$ cat config.mk
export PLATFORM = sky130hd
export DESIGN_NAME = bcd_stopwatch
export DESIGN_NICKNAME = d
export VERILOG_FILES = /design/src/rtl/stopwatch_pkg.sv /design/src/rtl/bcd_decade.sv /design/src/rtl/bcd_stopwatch.sv
export SDC_FILE = /design/constraint.sdc
export NUM_CORES = 1
export LEC_CHECK = 0
export ABC_AREA = 1
export CORE_MARGIN = 5
export CORE_UTILIZATION = 35
export CTS_CLUSTER_DIAMETER = 60
export DETAILED_ROUTE_END_ITERATION = 12
export PLACE_DENSITY = 0.52
export RECOVER_POWER = 25
export SLEW_MARGIN = 20
export SYNTH_ARGS = -nofsm -noshare
export SYNTH_HDL_FRONTEND = slang
export SYNTH_HIERARCHICAL = 1
export SYNTH_SLANG_ARGS = --single-unit
$ cat constraint.sdc
create_clock -name clk -period 2.3 [get_ports clk]
set_clock_uncertainty 0.1 [all_clocks]
set_input_delay 0.345 -clock clk [delete_from_list [all_inputs] [get_ports clk]]
set_output_delay 0.345 -clock clk [all_outputs]
set_load 0.02 [all_outputs]
$ cat src/rtl/stopwatch_pkg.sv
// Shared definitions for the BCD stopwatch: controller states and the
// seven-segment code table (bit order gfedcba, active-high).
package stopwatch_pkg;

  typedef enum logic [1:0] {
    ST_IDLE  = 2'd0,
    ST_RUN   = 2'd1,
    ST_PAUSE = 2'd2
  } sw_state_e;

  localparam logic [6:0] SEG_0     = 7'b0111111;
  localparam logic [6:0] SEG_1     = 7'b0000110;
  localparam logic [6:0] SEG_2     = 7'b1011011;
  localparam logic [6:0] SEG_3     = 7'b1001111;
  localparam logic [6:0] SEG_4     = 7'b1100110;
  localparam logic [6:0] SEG_5     = 7'b1101101;
  localparam logic [6:0] SEG_6     = 7'b1111101;
  localparam logic [6:0] SEG_7     = 7'b0000111;
  localparam logic [6:0] SEG_8     = 7'b1111111;
  localparam logic [6:0] SEG_9     = 7'b1101111;
  localparam logic [6:0] SEG_BLANK = 7'b0000000;

  // Non-BCD nibbles blank the digit rather than showing garbage.
  function automatic logic [6:0] seg_encode(input logic [3:0] bcd);
    logic [6:0] seg;
    case (bcd)
      4'd0:    seg = SEG_0;
      4'd1:    seg = SEG_1;
      4'd2:    seg = SEG_2;
      4'd3:    seg = SEG_3;
      4'd4:    seg = SEG_4;
      4'd5:    seg = SEG_5;
      4'd6:    seg = SEG_6;
      4'd7:    seg = SEG_7;
      4'd8:    seg = SEG_8;
      4'd9:    seg = SEG_9;
      default: seg = SEG_BLANK;
    endcase
    return seg;
  endfunction

endpackage

$ cat src/rtl/bcd_decade.sv
// One BCD decade: counts 0..9 when enabled, carry is combinational so a
// full chain of decades rolls over on the same clock edge.
module bcd_decade (
  input  logic       clk,
  input  logic       reset,
  input  logic       en_i,
  output logic [3:0] digit_o,
  output logic       carry_o
);

  logic [3:0] digit_q;
  logic [3:0] digit_d;

  // Next digit: wrap 9 -> 0 when enabled, hold otherwise.
  always_comb begin
    digit_d = digit_q;
    if (en_i) begin
      digit_d = (digit_q == 4'd9) ? 4'd0 : digit_q + 4'd1;
    end
  end

  // Digit register.
  always_ff @(posedge clk) begin
    if (reset) begin
      digit_q <= 4'd0;
    end else begin
      digit_q <= digit_d;
    end
  end

  assign digit_o = digit_q;
  assign carry_o = en_i && (digit_q == 4'd9);

endmodule

$ cat src/rtl/bcd_stopwatch.sv
// BCD stopwatch: start/stop and lap edge detection, IDLE/RUN/PAUSE control,
// tick prescaler, cascaded BCD decades, lap freeze and registered 7-seg out.
module bcd_stopwatch
  import stopwatch_pkg::*;
#(
  parameter int NUM_DIGITS     = 4,
  parameter int TICK_DIV       = 1000000,
  parameter int SEG_ACTIVE_LOW = 0
) (
  input  logic                    clk,
  input  logic                    reset,
  input  logic                    start_stop,
  input  logic                    lap,
  output logic [7*NUM_DIGITS-1:0] digits,
  output logic                    running,
  output logic                    lap_hold,
  output logic                    overflow,
  output logic [1:0]              state_dbg
);

  localparam int PW = (TICK_DIV > 1) ? $clog2(TICK_DIV) : 1;
  localparam logic [PW-1:0] PRE_LAST = PW'(TICK_DIV - 1);
  localparam logic [6:0] SEG_MASK = (SEG_ACTIVE_LOW != 0) ? 7'h7f : 7'h00;
  localparam logic [7*NUM_DIGITS-1:0] DIGITS_ZERO = {NUM_DIGITS{SEG_0 ^ SEG_MASK}};

  sw_state_e                 state_q;
  logic                      running_q;
  logic                      ss_q;
  logic                      lap_in_q;
  logic [PW-1:0]             presc_q;
  logic                      tick_q;
  logic                      lap_hold_q;
  logic [4*NUM_DIGITS-1:0]   lap_val_q;
  logic                      overflow_q;
  logic [7*NUM_DIGITS-1:0]   digits_q;
  logic [7*NUM_DIGITS-1:0]   seg_d;
  logic [4*NUM_DIGITS-1:0]   disp_d;
  logic [4*NUM_DIGITS-1:0]   count_w;
  logic [NUM_DIGITS:0]       en_chain;
  logic                      ss_rise;
  logic                      lap_rise;

  assign ss_rise  = start_stop && !ss_q;
  assign lap_rise = lap && !lap_in_q;

  // Previous-cycle input levels; reset loads the live level so a held input
  // does not produce a phantom edge after release.
  always_ff @(posedge clk) begin
    ss_q     <= start_stop;
    lap_in_q <= lap;
  end

  // Run/pause controller; running is registered alongside the state.
  always_ff @(posedge clk) begin
    if (reset) begin
      state_q   <= ST_IDLE;
      running_q <= 1'b0;
    end else if (ss_rise) begin
      case (state_q)
        ST_IDLE, ST_PAUSE: begin
          state_q   <= ST_RUN;
          running_q <= 1'b1;
        end
        ST_RUN: begin
          state_q   <= ST_PAUSE;
          running_q <= 1'b0;
        end
        default: begin
          state_q   <= ST_IDLE;
          running_q <= 1'b0;
        end
      endcase
    end
  end

  // Prescaler advances only while RUN and keeps its phase across a pause.
  always_ff @(posedge clk) begin
    if (reset) begin
      presc_q <= '0;
      tick_q  <= 1'b0;
    end else begin
      tick_q <= 1'b0;
      if (state_q == ST_RUN) begin
        if (presc_q == PRE_LAST) begin
          presc_q <= '0;
          tick_q  <= 1'b1;
        end else begin
          presc_q <= presc_q + PW'(1);
        end
      end
    end
  end

  assign en_chain[0] = tick_q;

  for (genvar g = 0; g < NUM_DIGITS; g++) begin : g_decade
    bcd_decade u_decade (
      .clk     (clk),
      .reset   (reset),
      .en_i    (en_chain[g]),
      .digit_o (count_w[4*g +: 4]),
      .carry_o (en_chain[g+1])
    );
  end

  // Sticky overflow on carry out of the top decade.
  always_ff @(posedge clk) begin
    if (reset) begin
      overflow_q <= 1'b0;
    end else if (en_chain[NUM_DIGITS]) begin
      overflow_q <= 1'b1;
    end
  end

  // Lap capture/release; a simultaneous start_stop edge wins.
  always_ff @(posedge clk) begin
    if (reset) begin
      lap_hold_q <= 1'b0;
      lap_val_q  <= '0;
    end else if (lap_rise && !ss_rise) begin
      if (lap_hold_q) begin
        lap_hold_q <= 1'b0;
      end else if (state_q == ST_RUN) begin
        lap_hold_q <= 1'b1;
        lap_val_q  <= count_w;
      end
    end
  end

  // Select the displayed value and encode each decade.
  always_comb begin
    disp_d = lap_hold_q ? lap_val_q : count_w;
    seg_d  = '0;
    for (int i = 0; i < NUM_DIGITS; i++) begin
      seg_d[7*i +: 7] = seg_encode(disp_d[4*i +: 4]) ^ SEG_MASK;
    end
  end

  // Registered segment outputs.
  always_ff @(posedge clk) begin
    if (reset) begin
      digits_q <= DIGITS_ZERO;
    end else begin
      digits_q <= seg_d;
    end
  end

  assign digits    = digits_q;
  assign running   = running_q;
  assign lap_hold  = lap_hold_q;
  assign overflow  = overflow_q;
  assign state_dbg = state_q;

endmodule

; After elaboration in Yosys (flattened, before gate mapping)
; Memory sizes are Yosys's and may differ from the RTL's. A register that Yosys moved wholly into a read port is not among the register bits.
; Cells that the tools add are included.
[totals]
regBits = 60
romBits = 448
in_bits = 4
output_inout_bits = 33
wordCells = 56
memories = 4
[op_classes]
n_addsub = 5
n_eq_ne = 7
n_mux = 11
bitwise = 2
n_reduce_logical = 14
[mem_list]
columns = memory, words, width, read_ports, rd_clocked_by_memory_dff, write_ports, line
row1 = (no name shown), 16, 7, 1, 1, 0, stopwatch_pkg.sv:26  ; case (bcd)
row2 = (no name shown), 16, 7, 1, 1, 0, stopwatch_pkg.sv:26
row3 = (no name shown), 16, 7, 1, 1, 0, stopwatch_pkg.sv:26
row4 = (no name shown), 16, 7, 1, 1, 0, stopwatch_pkg.sv:26
[op_table]
columns = cell, n
row1 = "20-bit by 1-bit adder with 20-bit output, second input constant", 1
row2 = "20-bit == test, second input constant", 1
row3 = 20-bit two-way mux, 1
row4 = "4-bit by 1-bit adder with 4-bit output, second input constant", 4
row5 = "4-bit == test, second input constant", 4
row6 = 16-bit two-way mux, 1
row7 = 4-bit two-way mux, 4
row8 = 1-bit logical AND, 7
row9 = 1-bit two-way mux, 4
row10 = 2-bit case mux with 2 select lines, 1
row11 = 2-bit OR reduction, 2
row12 = 1-bit logical NOT, 3
row13 = 3-bit AND reduction, 1
row14 = "2-bit by 1-bit == test with 1-bit output, second input constant", 1
row15 = "2-bit == test, second input constant", 1
row16 = 2-bit logical NOT, 1
row17 = 1-bit inverter, 2

; Longest topological paths before layout
[logic_depth]
ltp_word = 5
depth_mapped = 12
mapped_depth_nobuf = 12

; Cells and area by module
; The synthesis kept the hierarchy.
[modules_own_cells]
columns = mod, instances, cells_each, area_per_inst_um2, seq_area_each_um2
row1 = bcd_stopwatch, 1, 491, 3595.9, 1441.4
row2 = bcd_decade, 4, 27, 185.2, 80.1

; Least setup slack after synthesis
; No wires, ideal clock.
[synth_timing]
kind = register to register
startpoint = reg lap_hold_q (netlist: lap_hold)
endpoint = reg digits_q[13] (netlist: digits[13])
setup_time_ns = 0.071
t_arrival_ns = 1.833
required_time_ns = 2.129
path_slack_ns = 0.297
path_stages_with_launch = 12
path_buffers = 1
synth_period_minus_slack_ns = 2.003
path_cell_list = dfxtp_1 > inv_2 > buf_6 > or2_2 > o21ai_0 > inv_1 > ha_1 > inv_1 > nand2_1 > o21ai_0 > nand2_1 > a21oi_1
[synth_between]
elab_chain_len = 1
[synth_lines]
columns = element, line
row1 = start: declaration, bcd_stopwatch.sv:32  ; logic lap_hold_q;
row2 = start signal: assignment, bcd_stopwatch.sv:118  ; lap_hold_q <= 1'b0;
row3 = start signal: assignment, bcd_stopwatch.sv:122  ; lap_hold_q <= 1'b0;
row4 = start signal: assignment, bcd_stopwatch.sv:124  ; lap_hold_q <= 1'b1;
row5 = 16-bit two-way mux, bcd_stopwatch.sv:132  ; disp_d = lap_hold_q ? lap_val_q : count_w;
row6 = end: declaration, bcd_stopwatch.sv:35  ; logic [7*NUM_DIGITS-1:0] digits_q;
; No other way between the ends.
; A chain may end at the register's enable or synchronous reset.

; Worst setup path in the final report
[layout_timing]
startpoint = reg g_decade[0].u_decade.digit_q[0]
endpoint = reg g_decade[3].u_decade.digit_q[3]
[layout_between]
elab_chain_len = 4
[layout_lines]
columns = element, line
row1 = start: declaration, bcd_decade.sv:11  ; logic [3:0] digit_q;
row2 = start signal: assignment, bcd_decade.sv:27  ; digit_q <= digit_d;
row3 = 4-bit == test, bcd_decade.sv:32  ; assign carry_o = en_i && (digit_q == 4'd9);
row4 = 1-bit logical AND, bcd_decade.sv:32
row5 = via en_chain[1], bcd_stopwatch.sv:39  ; logic [NUM_DIGITS:0] en_chain;
row6 = 1-bit logical AND, bcd_decade.sv:32
row7 = via en_chain[2], bcd_stopwatch.sv:39
row8 = 1-bit logical AND, bcd_decade.sv:32
row9 = via en_chain[3], bcd_stopwatch.sv:39
row10 = end signal: assignment, bcd_decade.sv:27
row11 = end: declaration, bcd_decade.sv:11
; The timed path passes the listed nets, and every way through them passes these cells.

==> results.py <==
metrics = {
    "grt": {
        "grt_pass1_wl_um": 15800,
        "grt_start_max_net_pins": 23,
        "grt_pass1_vias": 3598,
        "grt_usage": 0.134,
        "grt_overflow": 0,
        "antenna_found_initial": 0,
    },
    "sta": {
        "fin_crit_ns": 2.00,
        "fin_tns_setup_ns": 0,
        "slew_headroom": 0.606,
        "hold_viol": 0,
        "tightest_slew_ns": 0.585,
        "period_share": 0.870,
        "fmax_mhz": 500,
        "slew_violations": 0,
        "grt_setup_unrepaired": "false",
        "setup_violations": 0,
    },
    "floorplanning": {
        "core_area_sq_mm": 0.0121,
        "die_area_sq_mm": 0.0147,
        "die_x_um": 121,
        "pin_count": 37,
        "die_h_um": 121,
        "row_count": 40,
        "start_util": 0.360,
    },
    "critical_path": {
        "cp.arrival_ns": 2.14,
        "cp_num_cells": 11,
        "timing.critical_path.mode_cell": "nand3_1",
        "endpoint": "g_decade[3].u_decade/digit_o[3]$_SDFFE_PP0P_",
        "worstPathRequired_ns": 2.44,
        "ff2ff_setup_slack_ns": 0.30,
        "critPathBufInv": 0,
        "crit_path_cell_trace": "nand3_1 > nor2_1 > nand3_1 > nor2_1 > nand3_1 > nor2_2 > nand2_2 > nor2_2 > nand3_1 > nand2_1 > nor2_1",
        "path_max_fanout": 6,
        "r2r-start": "g_decade[0].u_decade/digit_o[0]$_SDFFE_PP0P_",
        "startpoint": "g_decade[0].u_decade/digit_o[0]$_SDFFE_PP0P_",
        "crit_family": "simple AND/OR/NAND/NOR gates",
        "end_kind": "flip-flop",
        "regToRegEndpoint": "g_decade[3].u_decade/digit_o[3]$_SDFFE_PP0P_",
        "ff2ff_path_depth": 11,
        "path_class": "flip-flop to flip-flop",
        "cpPeakStageDelay_ns": 0.42,
        "slowest_stage": "dfxtp_1",
        "start_kind": "flip-flop",
    },
    "finish": {
        "final_common_cell": "nand2_1",
        "final_cell_mix": "nand2_1 (147), nor2_1 (97), dfxtp_1 (88), inv_1 (70), o21ai_0 (44)",
        "fill_cells": 1219,
        "drive_above_1_share": 0.112,
        "nNetsFinal": 676,
        "syn2layout_area_growth_pct": 18.9,
        "finish.utilization": 0.427,
        "diodes": 0,
    },
    "min_path": {
        "holdPathStages": 2,
        "hp-class": "flip-flop to flip-flop",
    },
    "route": {
        "drc_errors": 0,
        "vias": 3686,
        "firstDrtPassIters": 5,
        "wl_um": 9250,
        "antenna_left": 0,
        "drt-initial-drc-count": 136,
        "avgViaCountPerCell": 4.50,
        "post_drt_wl_per_cell_um": 11.3,
    },
    "cts": {
        "cts_buffers": 9,
        "clk_pin_slew_ns": 0.06,
        "htreeDepth": 3,
        "cts_sinks": 88,
        "clock_latency_ns": 0.34,
        "post_cts_buffers": 0,
        "cts_buffer_depth": 2,
        "cts_tree": "yes",
        "clockRootBuffer": "clkbuf_16",
    },
    "synthesis": {
        "ys_seq_elements": 88,
        "postSynthAreaPerCell_sq_um": 7.24,
        "syn_nets": 628,
        "synthDistinctLibCells": 33,
        "synth_warnings": 6,
        "ys_seq_area_frac": 0.406,
        "netlist_instances": 599,
        "synth_area_sq_mm": 0.00434,
    },
    "placed_design": {
        "hpwlAfterDp_um": 6770,
        "gp_congestion": 0.845,
        "port_buffers": 36,
    },
    "power": {
        "powerDensity_mw_per_mm2": 624,
        "power_mw": 3.22,
        "ir_worst_vdd_mv": 0.387,
        "p_leak_nw": 2.13,
    },
    "run_status": {
        "status": "finished, final reports clean",
    },
    "flow_run": {
        "drv_cap": 0,
    },
}
-- per-layer routing --
| metal | GRT usage | up-vias | part of all wire |
|---|---|---|---|
| met2 | 0.242 | 57 | 0.49 |
| met5 | 0 | - | 0 |
| li1 | - | 1960 | - |
| met3 | 0.0466 | 14 | 0.045 |
| met4 | 0.0497 | 0 | 0.016 |
| met1 | 0.144 | 1655 | 0.45 |
-- through the flow --
stage          std cells  hold WS (ns)  cell area [sq um]  setup slack (ns)
6_report             819         0.350               5160             0.298
2_1_floorplan        599         0.273               4340             0.297
5_1_grt              819         0.394               5160            0.0717
3_5_place_dp         804         0.344               4910             0.232
4_1_cts              819         0.353               5220             0.231
3_3_place_gp         804         0.346               4910             0.300
-- cell type report --
cell class | count | area, sq um | area share
clock buffers | 12 | 267 | 0.0517
multi-input cells | 418 | 2130 | 0.413
repair buffers | 47 | 437 | 0.0847
flip-flops and latches | 88 | 1760 | 0.342
well taps | 168 | 210 | 0.0408
clock inverters | 3 | 40.0 | 0.00777
inverters | 83 | 312 | 0.0604
-- worst register-to-register path, stage by stage, from the launching register on --
cell	delay [ns]
dfxtp_1	0.42
nand3_1	0.15
nor2_1	0.19
nand3_1	0.14
nor2_1	0.15
nand3_1	0.15
nor2_2	0.20
nand2_2	0.08
nor2_2	0.11
nand3_1	0.09
nand2_1	0.08
nor2_1	0.04
-- cells by family (layout without fill, tap and decap cells) --
logic type | count (synthesis) | in the layout | share of synthesized area
simple gates | 311 | 311 | 0.321
buf+inv | 93 | 145 | 0.0903
flops | 88 | 88 | 0.406
compound gates | 75 | 75 | 0.0964
fa+ha+maj | 25 | 25 | 0.0721
xor+xnor | 7 | 7 | 0.0141
-- sequential cells by signal, summed over array words and instances, names as in the netlist --
name                       count
overflow                       1
lap_in_q                       1
lap_val_q                     16
state_dbg                      2
tick_q                         1
lap_hold                       1
presc_q                       20
digits                        28
running                        1
g_decade.u_decade/digit_o     16
ss_q                           1
-- how the worst min path moves through the flow --
| stage | start | to | slack (ns) |
|---|---|---|---|
| after floorplan | lap | lap_in_q$_DFF_P_ | 0.27 |
| after global placement | lap_val_q[5]$_SDFFE_PP0P_ | lap_val_q[5]$_SDFFE_PP0P_ | 0.35 |
| final | lap_val_q[5]$_SDFFE_PP0P_ | lap_val_q[5]$_SDFFE_PP0P_ | 0.35 |
| after CTS | lap_val_q[5]$_SDFFE_PP0P_ | lap_val_q[5]$_SDFFE_PP0P_ | 0.35 |
| after detailed placement | lap_val_q[5]$_SDFFE_PP0P_ | lap_val_q[5]$_SDFFE_PP0P_ | 0.34 |
| after global routing | running$_SDFFE_PP0N_ | running$_SDFFE_PP0N_ | 0.39 |
-- Yosys cell counts, drive strengths merged --
cell type / number / area [sq um]
xnor2: 1 / 8.76
nand4: 5 / 46.3
xor2: 6 / 52.6
o21ai: 48 / 255
clkbuf: 2 / 7.51
nor3: 5 / 25.0
nor2: 107 / 464
ha: 25 / 313
nand2: 158 / 638
o21bai: 3 / 22.5
clkinv: 1 / 3.75
buf: 8 / 72.6
or2: 4 / 25.0
a21oi: 20 / 115
inv: 82 / 308
o22ai: 4 / 25.0
nor3b: 1 / 7.51
nand3: 30 / 165
nand3b: 1 / 20.0
dfxtp: 88 / 1760
-- timing repair --
item | in CTS | in global routing
endpoints found under the setup margin | 0 | 1
resized for setup | 0 | 1
hold buffers | 0 | 0
-- where the power goes --
group,total (mW),leakage (nW),internal [mW],switching (mW)
combinational,0.166,1.27,0.0594,0.106
clock,1.49,0.154,0.920,0.574
sequential,1.56,0.712,1.55,0.0117
total,3.22,2.13,2.52,0.692
Note: power is estimated with default switching activity, not from simulation.
